## config.mk

```make
export PLATFORM = sky130hd
export DESIGN_NAME = uart_fifo_bridge
export DESIGN_NICKNAME = d
export VERILOG_FILES = /design/src/rtl/uart_fifo_bridge.sv
export SDC_FILE = /design/constraint.sdc
export NUM_CORES = 1
export LEC_CHECK = 0
export ABC_AREA = 0
export BUFFER_PORTS_ARGS = -buffer_cell sky130_fd_sc_hd__clkbuf_2
export CORE_MARGIN = 5
export CORE_UTILIZATION = 55
export DETAILED_ROUTE_END_ITERATION = 16
export GPL_ROUTABILITY_DRIVEN = 0
export MAX_ROUTING_LAYER = met4
export PLACE_DENSITY_LB_ADDON = 0.05
export SLEW_MARGIN = 0
export SYNTH_ARGS = -nofsm -noshare
export SYNTH_HDL_FRONTEND = slang
export SYNTH_SLANG_ARGS = --single-unit
```

## constraint.sdc

```tcl
create_clock -name clk -period 3.16 [get_ports clk]
set_clock_uncertainty 0.2 [all_clocks]
set_input_delay 0.632 -clock clk [delete_from_list [all_inputs] [get_ports clk]]
set_output_delay 0.632 -clock clk [all_outputs]
set_load 0.02 [all_outputs]
```

## src/rtl/uart_fifo_bridge.sv

```systemverilog
// Byte bridge between the UART Rx/Tx cores and the CPU debug unit:
// show-ahead Rx FIFO, Tx FIFO drained by a small transmit FSM.

module uart_fifo_bridge_fifo #(
  parameter int NB_DATA = 8,
  parameter int ADDR_W  = 4
) (
  input  logic               clk,
  input  logic               i_rst,
  input  logic               i_push,
  input  logic [NB_DATA-1:0] i_data,
  input  logic               i_pop,
  output logic [NB_DATA-1:0] o_head,
  output logic               o_empty,
  output logic               o_full
);

  localparam int DEPTH = 1 << ADDR_W;
  localparam logic [ADDR_W:0] PTR_ONE = {{ADDR_W{1'b0}}, 1'b1};

  logic [NB_DATA-1:0] mem_q [DEPTH];
  logic [ADDR_W:0]    wr_ptr_q, wr_ptr_d;
  logic [ADDR_W:0]    rd_ptr_q, rd_ptr_d;

  // NOTE: every variable gets a default at the top of always_comb so no path leaves it unassigned (no latch).
  always_comb begin
    wr_ptr_d = wr_ptr_q;
    rd_ptr_d = rd_ptr_q;
    if (i_push) wr_ptr_d = wr_ptr_q + PTR_ONE;
    if (i_pop)  rd_ptr_d = rd_ptr_q + PTR_ONE;
  end

  // NOTE: sequential state uses non-blocking assignments so all flops sample the same pre-edge values.
  always_ff @(posedge clk) begin
    if (i_rst) begin
      wr_ptr_q <= '0;
      rd_ptr_q <= '0;
    end else begin
      wr_ptr_q <= wr_ptr_d;
      rd_ptr_q <= rd_ptr_d;
    end
  end

  // NOTE: storage is deliberately not reset; the pointers alone decide which entries are valid.
  always_ff @(posedge clk) begin
    if (i_push) mem_q[wr_ptr_q[ADDR_W-1:0]] <= i_data;
  end

  assign o_empty = (wr_ptr_q == rd_ptr_q);
  assign o_full  = (wr_ptr_q[ADDR_W] != rd_ptr_q[ADDR_W]) &&
                   (wr_ptr_q[ADDR_W-1:0] == rd_ptr_q[ADDR_W-1:0]);
  assign o_head  = mem_q[rd_ptr_q[ADDR_W-1:0]];

endmodule

module uart_fifo_bridge #(
  parameter int NB_DATA         = 8,
  parameter int FIFO_ADDR_WIDTH = 4
) (
  input  logic               clk,
  input  logic               i_rst,
  input  logic               i_rd,
  input  logic               i_wr,
  input  logic [NB_DATA-1:0] i_wdata,
  input  logic               i_tx_start,
  output logic [NB_DATA-1:0] o_rx_data,
  output logic               o_rx_done,
  output logic               o_tx_done,
  output logic               o_rx_full,
  output logic               o_rx_overrun,
  output logic               o_tx_full,
  input  logic [NB_DATA-1:0] i_uart_rx_data,
  input  logic               i_uart_rx_valid,
  output logic [NB_DATA-1:0] o_uart_tx_data,
  output logic               o_uart_tx_start,
  input  logic               i_uart_tx_done
);

  typedef enum logic [2:0] {
    ST_IDLE,
    ST_LOAD,
    ST_START,
    ST_WAIT,
    ST_DONE
  } tx_state_e;

  tx_state_e          state_q;
  logic [NB_DATA-1:0] tx_data_q;
  logic               overrun_q;

  logic [NB_DATA-1:0] rx_head, tx_head;
  logic               rx_empty, rx_full, tx_empty, tx_full;
  logic               rx_push, rx_pop, rx_drop;
  logic               tx_push, tx_pop;

  // A pop frees the slot, so a push into a full FIFO in the same cycle is not a drop.
  assign rx_pop  = i_rd & ~rx_empty;
  assign rx_push = i_uart_rx_valid & (~rx_full | rx_pop);
  assign rx_drop = i_uart_rx_valid & rx_full & ~rx_pop;

  assign tx_push = i_wr & ~tx_full;
  assign tx_pop  = (state_q == ST_LOAD) & ~tx_empty;

  uart_fifo_bridge_fifo #(
    .NB_DATA (NB_DATA),
    .ADDR_W  (FIFO_ADDR_WIDTH)
  ) u_rx_fifo (
    .clk     (clk),
    .i_rst   (i_rst),
    .i_push  (rx_push),
    .i_data  (i_uart_rx_data),
    .i_pop   (rx_pop),
    .o_head  (rx_head),
    .o_empty (rx_empty),
    .o_full  (rx_full)
  );

  uart_fifo_bridge_fifo #(
    .NB_DATA (NB_DATA),
    .ADDR_W  (FIFO_ADDR_WIDTH)
  ) u_tx_fifo (
    .clk     (clk),
    .i_rst   (i_rst),
    .i_push  (tx_push),
    .i_data  (i_wdata),
    .i_pop   (tx_pop),
    .o_head  (tx_head),
    .o_empty (tx_empty),
    .o_full  (tx_full)
  );

  always_ff @(posedge clk) begin
    if (i_rst) begin
      overrun_q <= 1'b0;
    end else if (rx_drop) begin
      overrun_q <= 1'b1;
    end
  end

  // LOAD samples the Tx FIFO each time round, so bytes written mid-drain are picked up.
  always_ff @(posedge clk) begin
    if (i_rst) begin
      state_q   <= ST_IDLE;
      tx_data_q <= '0;
    end else begin
      case (state_q)
        ST_IDLE:  if (i_tx_start) state_q <= ST_LOAD;
        ST_LOAD: begin
          if (tx_empty) begin
            state_q <= ST_DONE;
          end else begin
            tx_data_q <= tx_head;
            state_q   <= ST_START;
          end
        end
        ST_START: state_q <= ST_WAIT;
        ST_WAIT:  if (i_uart_tx_done) state_q <= ST_LOAD;
        ST_DONE:  state_q <= ST_IDLE;
        default:  state_q <= ST_IDLE;
      endcase
    end
  end

  assign o_rx_data       = rx_empty ? '0 : rx_head;
  assign o_rx_done       = ~rx_empty;
  assign o_rx_full       = rx_full;
  assign o_rx_overrun    = overrun_q;
  assign o_tx_full       = tx_full;
  assign o_uart_tx_data  = tx_data_q;
  assign o_uart_tx_start = (state_q == ST_START);
  assign o_tx_done       = (state_q == ST_DONE);

endmodule

```

# Word level (Yosys, flattened, before mapping)

Memories as Yosys holds them, arrays and structs flattened. A register that Yosys moved wholly into a read port is not among the register bits.
Cells that the tools add are included.

Memory bits (writable): 256
Bits in registers: 24
Memories kept: 2

Memory list:

| name            | depth | bits a word | read ports | clocked after memory_dff | write ports | RTL line | text |
|---|---|---|---|---|---|---|---|
| u_rx_fifo.mem_q | 16    | 8           | 1          | 1                        | 1           | 21       | `logic [NB_DATA-1:0] mem_q [DEPTH];` |
| u_tx_fifo.mem_q | 16    | 8           | 1          | 1                        | 1           | 21       |  |

$add $sub $neg: 4
Equality and inequality tests: 12
Reduce and logical (&&, ||, !) cells: 5
Mux-type cells: 11
Bitwise operators: 12

Operator list:

| operator              | number |
|---|---|
| $add A5 B1 Y5 const B | 4 |
| $pmux W3 S4           | 1 |
| $eq A5 B5 Y1          | 2 |
| $mux W3               | 3 |
| $eq A4 B4 Y1          | 2 |
| $mux W4               | 2 |
| $mux W8               | 1 |
| $and A1 B1 Y1         | 6 |
| $eq A3 B2 Y1 const B  | 2 |
| $not A1 Y1            | 5 |
| $mux W1               | 4 |
| $ne A2 B2 Y1 const B  | 2 |
| $reduce_and A2 Y1     | 2 |
| $eq A3 B1 Y1 const B  | 1 |
| $eq A3 B3 Y1 const B  | 1 |
| $logic_not A3 Y1      | 1 |
| $logic_and A1 B1 Y1   | 2 |
| $ne A1 B1 Y1          | 2 |
| $or A1 B1 Y1          | 1 |

# Depth between registers and ports, before layout

Word-level depth: 7
Depth in mapped cells: 8
Depth with buffers taken out: 5

# Cells and area by module

From an unflattened synthesis, not the netlist that was laid out.

Cell total of the unflattened synthesis: 624
Area, all modules: 11752.5 um^2

By module, submodules not included:

| module                | cells an instance | area each (um^2) | sequential area each (um^2) | instances |
|---|---|---|---|---|
| uart_fifo_bridge_fifo | 279               | 5594.1           | 4124.0                      | 2 |
| uart_fifo_bridge      | 66                | 564.3            | 240.2                       | 1 |

# Least setup slack after synthesis

Ideal clock, no wire load.

Path kind: register -> output
From: register with a tool-made name
To: output port o_rx_data[5]
Data arrival time: 1783 ps
Path buffers: 3
Required time: 2328 ps
Slack: 545 ps
Stages on the path, launching flop included: 7
Cells stage by stage: dfxtp_1 -> buf_4 -> buf_4 -> buf_4 -> mux4_2 -> mux2i_1 -> a211oi_1

RTL lines:

| what             | RTL line | text |
|---|---|---|
| end: declaration | 66       | `output logic [NB_DATA-1:0] o_rx_data,` |

==> flow_summary.toml <==
[synthesis]
synth.most_common_cell = "edfxtp_1"
synth-xor-area-share = 0.0178
synth-seq-cells = 292
yosysUniqueCellTypes = 42
syn-num-nets = 684
yosys.area_share.simple = 0.0600
synth_top_family_by_area = "multiplexers"
async_flop_share = 0
synth.cells.most_frequent = "256 x edfxtp_1, 44 x mux4_2, 36 x dfxtp_1, 35 x nor2_1, 31 x a211oi_1"
syn_area_per_cell_sq_um = 18.1
synth-compound-area-share = 0.0391
synth_cells = 651
synth_top_area_share = 0.652
syn_area_sq_um = 11800
yosysWarnings = 0
synth.area.mux_share = 0.139
synth_edf_count = 256
synth_fa_ha_area_frac = 0.0106
synthTopCellsByArea = "edfxtp_1 65%, mux4_2 8.4%, dfxtp_1 6.1%"
seq_area_frac_synth = 0.713
synth_top_area_cell = "edfxtp_1"
synth_ff_type = "edfxtp_1"

[worst_setup_path]
cpLargestDelayFamily = "multiplexers"
critPathMaxFanout = 8
path_class = "flip-flop to output port"
r2r_cells = 4
critical_path.max_stage_delay_ns = 0.51
endpoint_kind = "output port"
worstReg2RegEnd = "u_tx_fifo.mem_q[14][0]"
cp_num_cells = 7
start_kind = "flip-flop"
r2r_slack_ns = 0.56
path_buf_inv = 4
rr_startpoint = "u_tx_fifo.wr_ptr_q[3]"
endpoint = "o_rx_data[0]"
crit_chain = "buf_6 -> buf_12 -> buf_16 -> mux4_2 -> mux2i_2 -> a211oi_1 -> buf_4"
cp.required_ns = 2.33
critPathSlowestCell = "mux4_2"
cp.arrival_ns = 2.35

[clock_network]
clk_latency_ns = 0.53
cts_tree = "built"
cts_num_sinks = 292
cts_buffer_depth = 3
h-tree-depth = 1
cts_made_buffers = 29
clk_pin_slew_ns = 0.06
cts_root_buffer = "clkbuf_16"

[detailed_routing]
wl_per_cell_um = 23.0
wl_mm = 23.3
via_per_inst = 5.90
ant_nets = 0
drc = 0
drtIter0Drc = 378
first_pass_iters = 4
vias = 5954

[cells_and_area]
finalNonFillerCells = 1010
drive_gt1_frac = 0.260
finalNetCount = 746
syn_to_final_growth_pct = 14.0
finalInstanceArea_sq_um = 13400
antenna_cells = 0

[power_and_ir_drop]
power.switching_mw = 1.95
peakVddDrop_mv = 0.560
clkPwrFrac = 0.375
leakage_nw = 4.48
p_comb_frac = 0.124
swShare = 0.226
seqPwrFrac = 0.501
p_int_mw = 6.68
p_per_area_nw_per_um2 = 642

[grt]
grt_max_degree = 52
grt_remaining_overflow = 0
first_global_vias = 6173
grt.total_usage = 0.203
grt_pass1_wl_mm = 36.1
antenna_found_initial = 0

[timing]
worstMarginPinSlew_ns = 0.879
finalSetupViolCount = 3
finalCritPeriodShare = 1.01
max_freq_ghz = 0.315
period_minus_slack_ns = 3.18
finalMaxSlewViolations = 0
worst_slack_ns = -0.0172
slew_headroom = 0.413
final.setup.tns_ns = -0.0352
hold_viol_final = 0
rsz0062_at_grt = "true"

[worst_hold_path]
min_path_type = "primary input to flip-flop"

[run_status]
violations = "setup timing"
status = "finished with violations"

[floorplan]
dieArea_sq_um = 24500
core-area_sq_um = 21100
die_h_um = 156
dieWidth_um = 156
fp-row-count = 53
start_util = 0.559
io_pins = 45

[placed_design]
dpl.hpwl_mm = 14.5
placed_area_sq_um = 12300
place.port_buffers = 44
place_inst = 951

[run]
drv_cap = 0
## cell usage in the layout (no fill, tap or decap), types with 4 or more instances in the layout
master / Yosys / routed
a211oi_1: 31 / 24
a211oi_2: 5 / 10
a21oi_1: 5 / 5
and3_1: 26 / 26
buf_12: 1 / 5
buf_4: 7 / 21
clkbuf_1: 12 / 15
clkbuf_16: 0 / 29
clkbuf_2: 1 / 37
clkinv_2: 0 / 4
dfxtp_1: 36 / 34
edfxtp_1: 256 / 256
ha_1: 10 / 10
inv_1: 9 / 9
mux2_2: 18 / 18
mux2i_1: 11 / 7
mux4_1: 12 / 12
mux4_2: 44 / 44
nand2_1: 8 / 8
nand3_1: 4 / 4
nand4_1: 4 / 4
nor2_1: 35 / 35
nor2b_1: 25 / 24
nor3_1: 20 / 20
o22ai_1: 8 / 8
xnor2_1: 15 / 15
xor2_1: 9 / 9
## registers in the layout, indices dropped and copies added (netlist names), named ones only
| signal | count |
|---|---|
| state_q | 3 |
| u_tx_fifo.rd_ptr_q | 5 |
| o_uart_tx_data | 8 |
| u_rx_fifo.wr_ptr_q | 5 |
| u_rx_fifo.mem_q | 128 |
| u_tx_fifo.wr_ptr_q | 5 |
| u_tx_fifo.mem_q | 128 |
| o_rx_overrun | 1 |
| u_rx_fifo.rd_ptr_q | 5 |
## area by class of cell
| class | instances | area (sq um) |
|---|---|---|
| flip-flops and latches | 292 | 8410 |
| fillers | 1479 | 7650 |
| multi-input cells | 313 | 3220 |
| clock buffers | 46 | 810 |
| repair buffers | 68 | 542 |
| well taps | 275 | 344 |
| clock inverters | 7 | 83.8 |
| inverters | 9 | 33.8 |
## power by group through the flow
stage	Sequential (mW)	Clock (mW)	Combinational, mW
after global routing	4.33	3.48	1.16
final	4.33	3.23	1.07
after detailed placement	4.40	0	0.908
after global placement	4.39	0	0.890
after CTS	4.32	3.29	1.05
after floorplan	4.40	0	0.613
## how the worst min path moves through the flow
stage / from / endpoint / slack [ns] / depth (start not counted)
finish: i_uart_rx_valid / o_rx_overrun / 0.21 / 3
global route: i_uart_rx_valid / o_rx_overrun / 0.23 / 3
CTS: i_uart_rx_valid / o_rx_overrun / 0.19 / 3
detailed placement: o_rx_overrun / o_rx_overrun / 0.26 / 2
global placement: o_rx_overrun / o_rx_overrun / 0.26 / 2
floorplan: state_q[2] / state_q[0] / 0.26 / 1
## metrics by stage
step,util,setup WS [ns],hold slack (ns),power [mW]
after CTS,0.635,-0.0448,0.194,8.67
after global routing,0.637,-0.0899,0.235,8.96
after global placement,0.584,0.351,0.255,5.28
after detailed placement,0.584,0.346,0.265,5.31
after floorplan,-,0.545,0.262,5.01
final,0.637,-0.0172,0.208,8.63
## worst register-to-register path, stage by stage, from the launching register on
cell      delay, ns
dfxtp_1        0.49
xor2_1         0.27
nor4_4         0.11
a21boi_2       0.56
and3_1         0.61
## what timing repair did
item / CTS / global route
buffers inserted: 1 / 2
hold buffers: 0 / 0
endpoints found under the setup margin: 8 / 8
pin swaps: 4 / 7
gates cloned: 3 / 0
gates resized for setup: 19 / 14
## logic make-up (layout without fill, tap and decap cells)
kind of cell             Yosys count  in the layout
flip-flops                       292            292
XOR/XNOR                          24             24
AO/OA/AOI/OAI                     61             61
adder cells (fa/ha/maj)           10             10
buffers and inverters             46            130
AND/OR/NAND/NOR                  132            132
multiplexers                      86             86
## layer usage
metal / vias to the layer above / GRT usage / share of wire
met4: 0 / 0.0541 / 0.028
li1: 2721 / - / -
met3: 43 / 0.0299 / 0.044
met2: 134 / 0.367 / 0.55
met1: 3056 / 0.238 / 0.38
met5: - / - / 0
No activity file was read; power rests on OpenSTA's default activity.
